$ cat config.mk
export PLATFORM = sky130hd
export DESIGN_NAME = pll_lock_seq
export DESIGN_NICKNAME = d
export VERILOG_FILES = /design/src/rtl/pll_lock_pkg.sv /design/src/rtl/pll_lock_chan.sv /design/src/rtl/pll_lock_seq.sv
export SDC_FILE = /design/constraint.sdc
export NUM_CORES = 1
export LEC_CHECK = 0
export CAP_MARGIN = 25
export CELL_PAD_IN_SITES_DETAIL_PLACEMENT = 1
export CELL_PAD_IN_SITES_GLOBAL_PLACEMENT = 1
export CORE_UTILIZATION = 40
export CTS_CLUSTER_SIZE = 24
export DETAILED_ROUTE_END_ITERATION = 10
export MAX_ROUTING_LAYER = met4
export PLACE_DENSITY = 0.77
export RECOVER_POWER = 100
export SLEW_MARGIN = 20
export SYNTH_ARGS = -nofsm -noshare
export SYNTH_HDL_FRONTEND = slang
export SYNTH_HIERARCHICAL = 1
export SYNTH_SLANG_ARGS = --single-unit
export TNS_END_PERCENT = 30
$ cat constraint.sdc
create_clock -name clkin1 -period 2.6 [get_ports clkin1]
set_input_delay 0.26 -clock clkin1 [delete_from_list [all_inputs] [get_ports clkin1]]
set_output_delay 0.26 -clock clkin1 [all_outputs]
set_load 0.02 [all_outputs]
$ cat src/rtl/pll_lock_pkg.sv
// Shared types and helpers for the PLL lock supervisor and its per-channel sequencer.
package pll_lock_pkg;

  typedef enum logic [2:0] {
    ST_RESET     = 3'd0,
    ST_WAIT_LOCK = 3'd1,
    ST_DEBOUNCE  = 3'd2,
    ST_RUN       = 3'd3,
    ST_FAIL      = 3'd4
  } pll_state_e;

  localparam int RETRY_W = 4;

  // Width able to hold the largest terminal count, including RELEASE_DLY itself.
  function automatic int cnt_width(input int rst_cycles, input int lock_timeout,
                                   input int debounce, input int release_dly);
    int m;
    m = rst_cycles;
    if (lock_timeout > m) m = lock_timeout;
    if (debounce > m) m = debounce;
    if (release_dly > m) m = release_dly;
    return $clog2(m + 1);
  endfunction

endpackage

$ cat src/rtl/pll_lock_chan.sv
// One supervised PLL: lock synchroniser, sequencing FSM, shared state counter,
// saturating retry counter and sticky lock-loss flag.
module pll_lock_chan
  import pll_lock_pkg::*;
#(
  parameter int RST_CYCLES   = 32,
  parameter int LOCK_TIMEOUT = 50000,
  parameter int DEBOUNCE     = 1024,
  parameter int RELEASE_DLY  = 16,
  parameter int MAX_RETRY    = 7
) (
  input  logic               clk,
  input  logic               rst,
  input  logic               lock_raw,
  input  logic               restart,
  input  logic               lost_clr,
  output logic               pll_rst_o,
  output logic               domain_rst,
  output logic               locked,
  output logic               locked_nx,
  output logic               lock_lost,
  output logic               fail,
  output logic [RETRY_W-1:0] retry_cnt
);

  localparam int CNT_W = cnt_width(RST_CYCLES, LOCK_TIMEOUT, DEBOUNCE, RELEASE_DLY);
  localparam logic [CNT_W-1:0]   CNT_ZERO  = {CNT_W{1'b0}};
  localparam logic [CNT_W-1:0]   CNT_ONE   = {{(CNT_W-1){1'b0}}, 1'b1};
  localparam logic [CNT_W-1:0]   RST_LAST  = CNT_W'(RST_CYCLES - 1);
  localparam logic [CNT_W-1:0]   TO_LAST   = CNT_W'(LOCK_TIMEOUT - 1);
  localparam logic [CNT_W-1:0]   DEB_LAST  = CNT_W'(DEBOUNCE - 1);
  localparam logic [CNT_W-1:0]   REL_CNT   = CNT_W'(RELEASE_DLY);
  localparam logic [RETRY_W-1:0] RETRY_LIM = RETRY_W'(MAX_RETRY);
  localparam logic [RETRY_W-1:0] RETRY_SAT = {RETRY_W{1'b1}};

  pll_state_e         state_r, state_nx_s;
  logic [CNT_W-1:0]   cnt_r, cnt_nx_s;
  logic [RETRY_W-1:0] retry_r, retry_nx_s, retry_inc_s;
  logic [1:0]         sync_r;
  logic               lock_s;
  logic               lost_r, lost_set_s;
  logic               pll_rst_r, dom_rst_r, locked_r, fail_r;
  logic               pll_rst_nx_s, dom_rst_nx_s, fail_nx_s;

  assign lock_s = sync_r[1];

  // Next state and counters; restart overrides every other transition.
  always_comb begin
    state_nx_s = state_r;
    cnt_nx_s   = cnt_r;
    retry_nx_s = retry_r;
    lost_set_s = 1'b0;
    if (retry_r == RETRY_SAT) begin
      retry_inc_s = RETRY_SAT;
    end else begin
      retry_inc_s = retry_r + {{(RETRY_W-1){1'b0}}, 1'b1};
    end
    if (restart) begin
      state_nx_s = ST_RESET;
      cnt_nx_s   = CNT_ZERO;
      retry_nx_s = {RETRY_W{1'b0}};
    end else begin
      case (state_r)
        ST_RESET: begin
          if (cnt_r == RST_LAST) begin
            state_nx_s = ST_WAIT_LOCK;
            cnt_nx_s   = CNT_ZERO;
          end else begin
            cnt_nx_s = cnt_r + CNT_ONE;
          end
        end
        ST_WAIT_LOCK: begin
          if (lock_s) begin
            state_nx_s = ST_DEBOUNCE;
            cnt_nx_s   = CNT_ZERO;
          end else if (cnt_r == TO_LAST) begin
            retry_nx_s = retry_inc_s;
            cnt_nx_s   = CNT_ZERO;
            if (retry_inc_s >= RETRY_LIM) begin
              state_nx_s = ST_FAIL;
            end else begin
              state_nx_s = ST_RESET;
            end
          end else begin
            cnt_nx_s = cnt_r + CNT_ONE;
          end
        end
        ST_DEBOUNCE: begin
          if (!lock_s) begin
            state_nx_s = ST_WAIT_LOCK;
            cnt_nx_s   = CNT_ZERO;
          end else if (cnt_r == DEB_LAST) begin
            state_nx_s = ST_RUN;
            cnt_nx_s   = CNT_ZERO;
          end else begin
            cnt_nx_s = cnt_r + CNT_ONE;
          end
        end
        ST_RUN: begin
          if (!lock_s) begin
            state_nx_s = ST_RESET;
            cnt_nx_s   = CNT_ZERO;
            lost_set_s = 1'b1;
          end else if (cnt_r == REL_CNT) begin
            cnt_nx_s = cnt_r;
          end else begin
            cnt_nx_s = cnt_r + CNT_ONE;
          end
        end
        ST_FAIL: begin
          cnt_nx_s = CNT_ZERO;
        end
        default: begin
          state_nx_s = ST_RESET;
          cnt_nx_s   = CNT_ZERO;
        end
      endcase
    end
  end

  // Output decode from the next state so the outputs can be registered without lag.
  always_comb begin
    pll_rst_nx_s = 1'b1;
    dom_rst_nx_s = 1'b1;
    fail_nx_s    = 1'b0;
    case (state_nx_s)
      ST_RESET: begin
        pll_rst_nx_s = 1'b1;
      end
      ST_WAIT_LOCK, ST_DEBOUNCE: begin
        pll_rst_nx_s = 1'b0;
      end
      ST_RUN: begin
        pll_rst_nx_s = 1'b0;
        dom_rst_nx_s = (cnt_nx_s != REL_CNT);
      end
      ST_FAIL: begin
        fail_nx_s = 1'b1;
      end
      default: begin
        pll_rst_nx_s = 1'b1;
      end
    endcase
  end

  // State, counters, synchroniser and registered outputs.
  always_ff @(posedge clk) begin
    if (rst) begin
      state_r   <= ST_RESET;
      cnt_r     <= CNT_ZERO;
      retry_r   <= {RETRY_W{1'b0}};
      sync_r    <= 2'b00;
      lost_r    <= 1'b0;
      pll_rst_r <= 1'b1;
      dom_rst_r <= 1'b1;
      locked_r  <= 1'b0;
      fail_r    <= 1'b0;
    end else begin
      state_r   <= state_nx_s;
      cnt_r     <= cnt_nx_s;
      retry_r   <= retry_nx_s;
      sync_r    <= {sync_r[0], lock_raw};
      lost_r    <= lost_set_s | (lost_r & ~lost_clr);
      pll_rst_r <= pll_rst_nx_s;
      dom_rst_r <= dom_rst_nx_s;
      locked_r  <= ~dom_rst_nx_s;
      fail_r    <= fail_nx_s;
    end
  end

  assign pll_rst_o  = pll_rst_r;
  assign domain_rst = dom_rst_r;
  assign locked     = locked_r;
  assign locked_nx  = ~dom_rst_nx_s;
  assign lock_lost  = lost_r;
  assign fail       = fail_r;
  assign retry_cnt  = retry_r;

endmodule

$ cat src/rtl/pll_lock_seq.sv
// Lock supervisor and domain-reset sequencer for N_PLL independent PLL wrappers,
// running on the free-running reference clock.
module pll_lock_seq
  import pll_lock_pkg::*;
#(
  parameter int N_PLL        = 2,
  parameter int RST_CYCLES   = 32,
  parameter int LOCK_TIMEOUT = 50000,
  parameter int DEBOUNCE     = 1024,
  parameter int RELEASE_DLY  = 16,
  parameter int MAX_RETRY    = 7
) (
  input  logic                       clkin1,
  input  logic                       pll_rst,
  input  logic [N_PLL-1:0]           pll_lock,
  input  logic [N_PLL-1:0]           restart,
  input  logic                       lost_clr,
  output logic [N_PLL-1:0]           pll_rst_o,
  output logic [N_PLL-1:0]           domain_rst,
  output logic [N_PLL-1:0]           locked,
  output logic                       all_locked,
  output logic [N_PLL-1:0]           lock_lost,
  output logic [N_PLL-1:0]           fail,
  output logic [RETRY_W*N_PLL-1:0]   retry_cnt
);

  logic [N_PLL-1:0] locked_nx_s;
  logic             all_locked_r;

  for (genvar i = 0; i < N_PLL; i++) begin : g_chan
    pll_lock_chan #(
      .RST_CYCLES   (RST_CYCLES),
      .LOCK_TIMEOUT (LOCK_TIMEOUT),
      .DEBOUNCE     (DEBOUNCE),
      .RELEASE_DLY  (RELEASE_DLY),
      .MAX_RETRY    (MAX_RETRY)
    ) u_chan (
      .clk        (clkin1),
      .rst        (pll_rst),
      .lock_raw   (pll_lock[i]),
      .restart    (restart[i]),
      .lost_clr   (lost_clr),
      .pll_rst_o  (pll_rst_o[i]),
      .domain_rst (domain_rst[i]),
      .locked     (locked[i]),
      .locked_nx  (locked_nx_s[i]),
      .lock_lost  (lock_lost[i]),
      .fail       (fail[i]),
      .retry_cnt  (retry_cnt[RETRY_W*i +: RETRY_W])
    );
  end

  // Registered from the channels' next-cycle locked so it tracks locked exactly.
  always_ff @(posedge clkin1) begin
    if (pll_rst) begin
      all_locked_r <= 1'b0;
    end else begin
      all_locked_r <= &locked_nx_s;
    end
  end

  assign all_locked = all_locked_r;

endmodule

==> summary.txt, run 1 <==
Synth
  – Synth async-reset ratio: 0%
  – Adder-Cell Fraction of Synth Area: ~2.2%
  – Post-synth EDFFs: 0
  – Synth Area in Compound Gates: 10.5%
  – Sequential fraction of the synthesis area: between 30% and 40%
  – Synth Register Bits: 61
  – Largest family of logic cells by synthesized area: simple AND/OR/NAND/NOR gates
  – Mux contribution to synthesized area: 0.297%
  – Post-Synth Simple-Gate Area: 37.6%
  – Post-synthesis instance area: approximately 3400 sq um
  – Post-Synthesis Cells: about 400
  – Share of Yosys cell area claimed by the top area cell type: a little over a third
  – Leading area contributor after synthesis: dfxtp_1
  – Average cell area after synthesis: about 8.4 sq um
  – Post-synth cell types: 65
  – Synth warn: 6
  – Prevailing post-synth register cell: dfxtp_1
  – Synth Area in XOR/XNOR: under 10%
  – Syn_nets: between 400 and 500
  – Synth area leaders: dfxtp_1 (36%), xnor2_1 (6.2%), nor2_1 (6.1%), nor4_1 (3.0%), nand3_1 (2.8%)

STA
  – Tightest Pin Transition: about 0.70 ns
  – Rel. slew slack: between 50% and 60%
  – Setup TNS: -0.317 ns
  – Period minus WS final: around 2.7 ns
  – Endpoints failing hold: 0
  – Unrepaired setup endpoints after global routing: yes
  – # setup viols final: 4
  – Period utilization: 105%
  – Final Max Tran Viols: 0
  – Final Skew: between 0.01 and 0.015 ns
  – Final WS setup: -0.121 ns
  – Upper clock frequency limit: about 370 MHz

Place
  – Placement Setup Slack: -0.124 ns
  – Cell area after placement: slightly below 4000 sq um
  – Dpl cells: 550
  – Final GP Congestion: 0.913
  – # port buffers: 25
  – Final HPWL DP: roughly 7000 um

Detailed routing
  – WL/cell: around 19 um
  – DRC violations left: 0
  – DRT antenna net count: 0
  – Via density: between 5 and 6
  – DR iter-0 viols: 147
  – TritonRoute pass-1 iters: 5
  – Post-Route WL: 10,900 um
  – Vias: around 3.4k

Run status
  – Violated checks: setup timing
  – Status: complete, but fails checks

Global routing
  – GR Util All Layers: 23.8%
  – Pin count of the biggest net entering global routing: 27
  – Overflow after GRT: 0
  – First-pass GRT wire length: 15,800 um
  – Number of global-route vias before repair: between 3k and 4k
  – Antenna violations before repair: 0

Floorplan
  – Die ar.: 8810 sq um
  – Die X: 93.9 um
  – Die height: roughly 94 um
  – FP Rows: 33
  – CORE AREA: around 8000 sq um
  – IO Pins: 26
  – Initial Util: between 40% and 50%

Power
  – PD cells: about 480 nW/um^2
  – Leak: approximately 1.6 nW
  – IR drop worst, VDD: 443 uV

Finish
  – Share of layout cells above drive strength 1: between 20% and 30%
  – ANT cells: 0
  – Final instance area: roughly 4400 sq um
  – Seq. cell area: 1240 sq um
  – Commonest cells after routing, fill and taps aside: nor2_1 (55), dfxtp_1 (52), buf_4 (44)
  – Non-Filler Instances: between 500 and 600
  – NumNets Final: approximately 480
  – Multi-input gate area: 2130 sq um
  – Most common cell after layout, fill and taps aside: nor2_1
  – Final-layout fill cell count: about 1,000
  – Area growth syn-to-layout: 29.8%

Clock network
  – CTS Buf Count: 9
  – Clock slew at reported path FFs: around 0.08 ns
  – CTS tree: built
  – Max clock buf depth: 2
  – Count of hold buffers inserted by post-cts repair: 0
  – Htree depth: 3
  – Root Buffer: clkbuf_8
  – Clock Latency Late Sink: between 0.3 and 0.4 ns
  – Total clock sinks: 61

Setup path
  – Critical Path Fanout Max: 6
  – CP most frequent cell: or4_1
  – Crit start category: register
  – Required @ worst endpoint: ~2.8 ns
  – Setup crit end kind: register
  – Kind of critical path: register to register
  – Worst Path Arrival: 2.93 ns
  – CP max stage delay: between 0.5 and 0.6 ns
  – Critical path's slowest cell: or4_1
  – Cells traversed along the worst timing path: or4_1, o41ai_2, o21ai_1, o31ai_2, a31oi_2, or4_1

Job
  – Max-cap viol count: 0

Hold path
  – Worst Hold Class: register to register
==> sequential cells by signal (all words and copies together), names as in the netlist <==
signal                    count
g_chan.u_chan/state_r         6
g_chan.u_chan/retry_cnt       8
all_locked                    1
g_chan.u_chan/lock_lost       2
g_chan.u_chan/cnt_r          32
g_chan.u_chan/domain_rst      2
g_chan.u_chan/sync_r          4
g_chan.u_chan/fail            2
g_chan.u_chan/pll_rst_o       2
g_chan.u_chan/locked          2
==> critical path, delay by kind of cell, from the launching register on <==
family             cells  cell delay [ns]
and+or+nand+nor        2             1.15
DFF                    1             0.38
AOI/OAI and AO/OA      4             1.04
==> cells by family (layout without fill, tap and decap cells) <==
group / count (synthesis) / count (layout)
buffers and inverters: 33 / 97
muxes: 1 / 1
xor gates and xnor gates: 33 / 33
AOI/OAI and AO/OA: 50 / 50
DFF: 61 / 61
and+or+nand+nor: 219 / 219
adders and majority gates: 6 / 6
==> power breakdown <==
group | switching, mW | internal, mW
combinational | 0.0447 | 0.0395
sequential | 0.00615 | 0.936
clock | 0.422 | 0.641
total | 0.473 | 1.62
==> cells in the mapped netlist (3+ instances only) <==
library cell and instances:
clkbuf_2 3, nand3_1 19, nand4b_1 3, nor4_1 16, or2_2 3, nor3_1 16
a211oi_1 3, xnor2_1 24, o21ai_0 4, clkbuf_1 7, or4_1 8, or4b_1 3
ha_1 6, nor3b_1 4, nor4b_1 3, inv_1 12, buf_2 8, and3_1 11
and4_1 4, nor2b_1 10, or3_1 6, xor2_1 9, nand4_1 12, nor2_1 55
nand3b_1 3, dfxtp_1 61, a21oi_1 12, o31a_1 3, a22oi_1 3, nand2b_1 7
and2_1 3, nand2_1 16, o31ai_1 4
==> cell type report <==
type	instances	share of cell area (%)
well taps	105	3.00
clock inverters	7	2.83
flip-flops and latches	61	28.4
multi-input cells	309	48.6
inverters	12	1.03
clock buffers	9	2.83
repair buffers	69	13.3
==> layer usage <==
layer,wire length (um),vias to the layer above,global-route usage (%)
met3,478,27,3.64
li1,-,1592,-
met2,5230,97,37.0
met1,4870,1646,30.5
met4,362,0,10.5
met5,0,-,-
==> repair_timing <==
item                                    CTS  global route
gates resized for setup                  10            29
endpoints found under the setup margin    3             5
buffers inserted                          4             3
pin swaps                                 1             7
hold endpoints to repair                  0             0
==> worst paths after layout <==
kind	startpoint	to	slack, ns	cells past startpoint
max	g_chan[1].u_chan/cnt_r[7]	g_chan[1].u_chan/domain_rst	-0.12	6
max reg2reg	g_chan[1].u_chan/cnt_r[7]	g_chan[1].u_chan/domain_rst	-0.12	6
min reg2reg	g_chan[1].u_chan/sync_r[0]	g_chan[1].u_chan/sync_r[1]	0.45	1
min	g_chan[1].u_chan/sync_r[0]	g_chan[1].u_chan/sync_r[1]	0.45	1
==> through the flow <==
step | util [%] | power [mW] | hold WS, ns
floorplan | - | 1.00 | 0.332
global placement | 48.1 | 1.04 | 0.418
detailed placement | 48.1 | 1.04 | 0.446
CTS | 51.9 | 2.09 | 0.448
global route | 53.6 | 2.15 | 0.461
finish | 53.6 | 2.09 | 0.450
(Power assumes the default switching activity.)
==> run 2, diff against run 1 <==
--- a/config.mk
+++ b/config.mk
@@ -14,6 +14,7 @@
 export MAX_ROUTING_LAYER = met4
 export PLACE_DENSITY = 0.77
 export RECOVER_POWER = 100
+export SETUP_SLACK_MARGIN = 0.15
 export SLEW_MARGIN = 20
 export SYNTH_ARGS = -nofsm -noshare
 export SYNTH_HDL_FRONTEND = slang
==> run 2 against run 1 <==
Against the previous run:
- the run still ends with setup timing left
- critical path depth stayed put
- non-clock buffer count is 4 higher
- power is 15% lower
- critical path type unchanged
- final area is 1.7% lower
==> summary.txt, run 2 (synthesis results as in run 1) <==
Setup path
  – Worst reg-to-reg setup slack: -0.03 ns (+0.09 ns)
  – Cells traversed along the worst timing path: or4_4, or4_4, nor3b_2, o31a_1, o31a_1, or4_1
  – Critical path's slowest cell: or4_4
  – FF-to-FF Start: g_chan[1].u_chan/cnt_r[7]
  – Reg2Reg Depth: 6 (unchanged)
  – CP max stage delay: 0.58 ns (about the same)
  – Worst flop-to-flop path endpoint: g_chan[1].u_chan/domain_rst
  – Required @ worst endpoint: 2.81 ns (about the same)
  – Kind of critical path: register to register
  – Critical Path Fanout Max: 6 (unchanged)
  – Worst Path Arrival: 2.84 ns (-0.09 ns)
  – Crit start category: register
  – Setup crit end kind: register

Global routing
  – Overflow after GRT: 0 (unchanged)
  – Antenna violations before repair: 0 (unchanged)
  – Pin count of the biggest net entering global routing: 27 (unchanged)
  – Number of global-route vias before repair: 3,272 (-0.24%)
  – GR Util All Layers: 24.4% (+0.68 points)
  – First-pass GRT wire length: 16,100 um (+1.8%)

Run status
  – Status: complete, but fails checks
  – Violated checks: setup timing

Hold path
  – Hold Path Sink: g_chan[1].u_chan/sync_r[1]
  – WHS Path Cells: 1 (unchanged)
  – Hold path start: g_chan[1].u_chan/sync_r[0]
  – Worst Hold Class: register to register

Clock network
  – Clock slew at reported path FFs: 0.07 ns (about the same)
  – Max clock buf depth: 2 (unchanged)
  – Count of hold buffers inserted by post-cts repair: 0 (unchanged)
  – Htree depth: 3 (unchanged)
  – CTS Buf Count: 9 (unchanged)
  – Clock Latency Late Sink: 0.34 ns (about the same)
  – CTS tree: built
  – Total clock sinks: 61 (unchanged)
  – Root Buffer: clkbuf_8

Floorplan
  – Initial Util: 41.3% (unchanged)
  – IO Pins: 26 (unchanged)
  – Die X: 93.9 um (unchanged)
  – Die ar.: 8810 sq um (unchanged)
  – Die height: 93.9 um (unchanged)
  – FP Rows: 33 (unchanged)
  – CORE AREA: 8180 sq um (unchanged)

Detailed routing
  – Via density: 5.64 (-4.0%)
  – DRC violations left: 0 (unchanged)
  – DRT antenna net count: 0 (unchanged)
  – WL/cell: 17.7 um (-7.3%)
  – Post-Route WL: 10,200 um (-6.9%)
  – DR iter-0 viols: 212 (+44%)
  – Vias: 3,244 (-3.5%)
  – TritonRoute pass-1 iters: 4 (-1)

Finish
  – Commonest cells after routing, fill and taps aside: nor2_1 (55), dfxtp_1 (52), buf_4 (47)
  – Share of layout cells above drive strength 1: 22.6% (+0.28 points)
  – Final-layout fill cell count: 986 (+1.2%)
  – Area growth syn-to-layout: 27.6%
  – ANT cells: 0 (unchanged)
  – Most common cell after layout, fill and taps aside: nor2_1
  – NumNets Final: 479 (+0.84%)
  – Max reg flops: 32 (unchanged)
  – Multi-input gate area: 2120 sq um (-0.35%)
  – Largest register by flop count: g_chan.u_chan/cnt_r
  – Seq. cell area: 1230 sq um (-0.80%)

STA
  – Final WS setup: -0.0279 ns (+0.0935 ns)
  – Unrepaired setup endpoints after global routing: yes
  – Endpoints failing hold: 0 (unchanged)
  – Period minus WS final: 2.63 ns (-0.0935 ns)
  – Final Max Tran Viols: 0 (unchanged)
  – # setup viols final: 1 (-3)
  – Final Skew: 0.0106 ns (-0.00209 ns)
  – Period utilization: 101% (-3.6 points)
  – Upper clock frequency limit: 381 MHz (+3.6%)
  – Rel. slew slack: 58.4% (+5.9 points)
  – Tightest Pin Transition: 0.616 ns (-0.0884 ns)

Power
  – Final Power: 1.79 mW (-15%)
  – Leak: 1.55 nW (-0.87%)
  – PD cells: 414 nW/um^2 (-13%)
  – IR drop worst, VDD: 333 uV (-25%)

Place
  – Placement Setup Slack: -0.148 ns (-0.0245 ns)
  – Final GP Congestion: 0.858 (-6.1%)
  – Final HPWL DP: 6930 um (+1.9%)
  – # port buffers: 25 (unchanged)

Job
  – Max-cap viol count: 0 (unchanged)
==> run 2: final cells by class <==
type	instances	share of cell area [%]
Multi-Input combinational cell	309	49.3
Sequential cell	61	28.7
Timing Repair Buffer	73	14.1
Clock buffer	11	3.28
Tap cell	105	3.05
Inverter	12	1.05
Clock inverter	4	0.581
==> run 2: how the worst max path moves through the flow <==
stage                                    start                     endpoint  slack (ns)  cells past startpoint
global route         g_chan[1].u_chan/cnt_r[7]  g_chan[1].u_chan/domain_rst       -0.06                      6
floorplan           g_chan[1].u_chan/cnt_r[13]  g_chan[1].u_chan/domain_rst        0.06                      7
global placement                    restart[0]  g_chan[0].u_chan/domain_rst       -0.05                      7
CTS                  g_chan[1].u_chan/cnt_r[7]  g_chan[1].u_chan/domain_rst        0.03                      6
detailed placement                  restart[0]  g_chan[0].u_chan/domain_rst       -0.15                      7
finish               g_chan[1].u_chan/cnt_r[7]  g_chan[1].u_chan/domain_rst       -0.03                      6
==> run 2: repair_timing <==
| item | CTS | global route |
|---|---|---|
| cloned | 0 | 0 |
| pin swaps | 2 | 1 |
| setup buffers | 5 | 0 |
| endpoints found under the setup margin | 11 | 16 |
| resized for setup | 16 | 15 |
==> run 2: worst max-delay path, delay by kind of cell (launching register included) <==
kind	cells	cell delay, ns
DFF	1	0.37
AOI/OAI and AO/OA	2	0.44
and+or+nand+nor	4	1.69
==> run 2: per-stage QoR <==
stage	hold slack (ns)	instances	utilization [%]	cell area [sq um]	TNS, ns
6_report	0.442	575	52.7	4310	-0.0279
5_1_grt	0.460	575	52.7	4310	-0.0968
4_1_cts	0.447	575	51.9	4240	0
3_5_place_dp	0.431	555	48.7	3980	-0.274
3_3_place_gp	0.420	555	48.7	3980	-0.0454
2_1_floorplan	0.332	403	-	3390	0
==> run 2: power breakdown <==
group | switching [mW] | total (mW) | internal, mW
Clock | 0.396 | 0.759 | 0.364
Combinational | 0.0418 | 0.0818 | 0.0400
Sequential | 0.00531 | 0.945 | 0.939
Total | 0.443 | 1.79 | 1.34
==> run 2: routing by layer <==
metal	global-route usage, %	share of wire [%]	vias to the layer above	wire length, um
met1	30.3	47	1582	4800
met4	9.74	1.4	0	142
met3	3.72	2.2	10	229
li1	-	-	1596	-
met5	-	0	-	0
met2	39.8	49	56	5020
==> run 3, diff against run 2 <==
--- a/config.mk
+++ b/config.mk
@@ -9,12 +9,13 @@
 export CELL_PAD_IN_SITES_DETAIL_PLACEMENT = 1
 export CELL_PAD_IN_SITES_GLOBAL_PLACEMENT = 1
 export CORE_UTILIZATION = 40
+export CTS_CLUSTER_DIAMETER = 200
 export CTS_CLUSTER_SIZE = 24
 export DETAILED_ROUTE_END_ITERATION = 10
 export MAX_ROUTING_LAYER = met4
 export PLACE_DENSITY = 0.77
 export RECOVER_POWER = 100
-export SETUP_SLACK_MARGIN = 0.15
+export SETUP_SLACK_MARGIN = 0.02
 export SLEW_MARGIN = 20
 export SYNTH_ARGS = -nofsm -noshare
 export SYNTH_HDL_FRONTEND = slang
==> run 3 against run 2 <==
Against the previous run:
- the flow still finishes with violations (setup timing)
- highest routed layer unchanged
- combinational power increased by 3.8%
- die area did not move
- clock power is 40% higher
- sequential power barely moved
- count of clock-buffer cells in the layout down 2
- global-route usage shrank 0.27 points
- final area up 1.6%
- critical path depth grew 1
- fmax decreased by 6.6%
- clock skew barely moved
- worst setup slack got worse by 0.18 ns
- power rose by 17%
==> summary.txt, run 3 (synthesis results as in run 1) <==
Global routing
  – GR Util All Layers: 24.2% (-0.27 points)
  – Number of global-route vias before repair: 3,310 (+1.2%)
  – Antenna violations before repair: 0 (unchanged)
  – Pin count of the biggest net entering global routing: 27 (unchanged)
  – First-pass GRT wire length: 16,000 um (-0.47%)
  – Overflow after GRT: 0 (unchanged)

Setup path
  – Worst Path Arrival: 3.00 ns (+0.16 ns)
  – Setup crit end kind: register
  – Critical Path Fanout Max: 5 (-1)
  – Reg2Reg Depth: 7 (+1)
  – Required @ worst endpoint: 2.79 ns (-0.02 ns)
  – CP max stage delay: 0.51 ns (-0.07 ns)
  – Worst reg-to-reg setup slack: -0.21 ns (-0.18 ns)
  – Cells traversed along the worst timing path: buf_4, and3_1, nor3b_1, a31oi_1, or4b_4, or4_4, nor4_1
  – Critical path's slowest cell: or4b_4
  – FF-to-FF Start: g_chan[0].u_chan/cnt_r[2]
  – Crit start category: register
  – Worst flop-to-flop path endpoint: g_chan[0].u_chan/locked
  – Kind of critical path: register to register
  – WP buf/inv: 1 (+1)
  – CP top delay family: simple AND/OR/NAND/NOR gates

Floorplan
  – IO Pins: 26 (unchanged)
  – Die ar.: 8810 sq um (unchanged)
  – FP Rows: 33 (unchanged)
  – CORE AREA: 8180 sq um (unchanged)
  – Die X: 93.9 um (unchanged)
  – Die height: 93.9 um (unchanged)
  – Initial Util: 41.3% (unchanged)

Detailed routing
  – Vias: 3,333 (+2.7%)
  – DRT antenna net count: 0 (unchanged)
  – DR iter-0 viols: 109 (-49%)
  – Post-Route WL: 10,600 um (+4.0%)
  – Via density: 5.84 (+3.5%)
  – DRC violations left: 0 (unchanged)
  – WL/cell: 18.6 um (+4.7%)
  – TritonRoute pass-1 iters: 4 (unchanged)

Hold path
  – Hold path start: g_chan[1].u_chan/sync_r[0]
  – Hold Path Sink: g_chan[1].u_chan/sync_r[1]
  – Worst Hold Class: register to register
  – WHS Path Cells: 1 (unchanged)

Place
  – Final HPWL DP: 6800 um (-1.9%)
  – Dpl cells: 550 (-0.90%)
  – # port buffers: 25 (unchanged)
  – Final GP Congestion: 0.913 (+6.5%)
  – Cell area after placement: 3930 sq um (-1.2%)
  – Placement Setup Slack: -0.124 ns (+0.0245 ns)

Power
  – Leak: 1.56 nW (+0.90%)
  – PD cells: 478 nW/um^2 (+15%)
  – IR drop worst, VDD: 454 uV (+36%)

STA
  – Upper clock frequency limit: 356 MHz (-6.6%)
  – Final Max Tran Viols: 0 (unchanged)
  – Final WS setup: -0.212 ns (-0.184 ns)
  – Rel. slew slack: 55.8% (-2.6 points)
  – Period utilization: 108% (+7.1 points)
  – # setup viols final: 3 (+2)
  – Tightest Pin Transition: 0.654 ns (+0.0384 ns)
  – Unrepaired setup endpoints after global routing: yes
  – Endpoints failing hold: 0 (unchanged)
  – Final Skew: 0.0107 ns (+0.0000745 ns)
  – Period minus WS final: 2.81 ns (+0.184 ns)

Clock network
  – Root Buffer: clkbuf_8
  – Clock slew at reported path FFs: 0.08 ns (about the same)
  – CTS Buf Count: 9 (unchanged)
  – Total clock sinks: 61 (unchanged)
  – Max clock buf depth: 2 (unchanged)
  – Htree depth: 3 (unchanged)
  – CTS tree: built
  – Clock Latency Late Sink: 0.35 ns (about the same)

Finish
  – Non-Filler Instances: 571 (-0.70%)
  – Max reg flops: 32 (unchanged)
  – Final instance area: 4380 sq um (+1.6%)
  – Largest register by flop count: g_chan.u_chan/cnt_r
  – Share of layout cells above drive strength 1: 22.1% (-0.45 points)
  – Most common cell after layout, fill and taps aside: nor2_1
  – Area growth syn-to-layout: 29.6%
  – NumNets Final: 474 (-1.0%)
  – Commonest cells after routing, fill and taps aside: nor2_1 (55), dfxtp_1 (51), buf_4 (42)
  – ANT cells: 0 (unchanged)

Job
  – Max-cap viol count: 0 (unchanged)

Run status
  – Status: complete, but fails checks
  – Violated checks: setup timing
[run 3: cell count changes in the layout (fill, tap and decap cells not counted), sizes merged]
cell | previous run | this run
buf | 47 | 43
bufinv | 0 | 3
clkbuf | 12 | 9
clkdlybuf4s50 | 5 | 4
clkinv | 2 | 3
clkinvlp | 2 | 1
dlygate4sd3 | 20 | 21
[run 3: routing by layer]
metal | global-route usage, % | part of all wire [%]
met1 | 30.8 | 46
met2 | 37.4 | 48
met3 | 3.96 | 4.1
met4 | 11.2 | 2.5
met5 | - | 0
[run 3: layout make-up]
cell class                      instances  area [sq um]
Inverter                               12          45.0
Clock inverter                          7           124
Sequential cell                        61          1240
Fill cell                             974          3800
Timing Repair Buffer                   68           577
Clock buffer                            9           124
Multi-Input combinational cell        309          2130
Tap cell                              105           131
[run 3: stage by stage]
step                      TNS [ns]  hold WS, ns  utilization, %  power [mW]
after global routing        -0.587        0.461            53.5        2.15
after global placement     -0.0342        0.418            48.1        1.04
after floorplan                  0        0.332               -        1.00
after CTS                        0        0.448            51.9        2.09
final                       -0.403        0.450            53.5        2.09
after detailed placement    -0.167        0.446            48.1        1.04
[run 3: worst max path at each step]
stage | startpoint | end | slack [ns] | depth (start not counted)
global placement | restart[0] | g_chan[0].u_chan/domain_rst | -0.03 | 7
finish | g_chan[0].u_chan/cnt_r[2] | g_chan[0].u_chan/locked | -0.21 | 7
floorplan | g_chan[1].u_chan/cnt_r[5] | g_chan[1].u_chan/domain_rst | 0.02 | 7
global route | g_chan[0].u_chan/cnt_r[2] | g_chan[0].u_chan/locked | -0.20 | 7
detailed placement | restart[0] | g_chan[0].u_chan/domain_rst | -0.12 | 7
CTS | g_chan[0].u_chan/cnt_r[1] | g_chan[0].u_chan/domain_rst | 0.01 | 7
[run 3: what timing repair did]
| item | CTS | global route |
|---|---|---|
| hold buffers | 0 | 0 |
| gates resized for setup | 11 | 29 |
| buffers inserted | 4 | 1 |
| pin swaps | 1 | 4 |
| setup endpoints to repair | 3 | 5 |
[run 3: power breakdown]
| part | total, mW | internal, mW | switching (mW) |
|---|---|---|---|
| registers | 0.944 | 0.938 | 0.00629 |
| logic | 0.0849 | 0.0399 | 0.0450 |
| clock network | 1.06 | 0.641 | 0.419 |
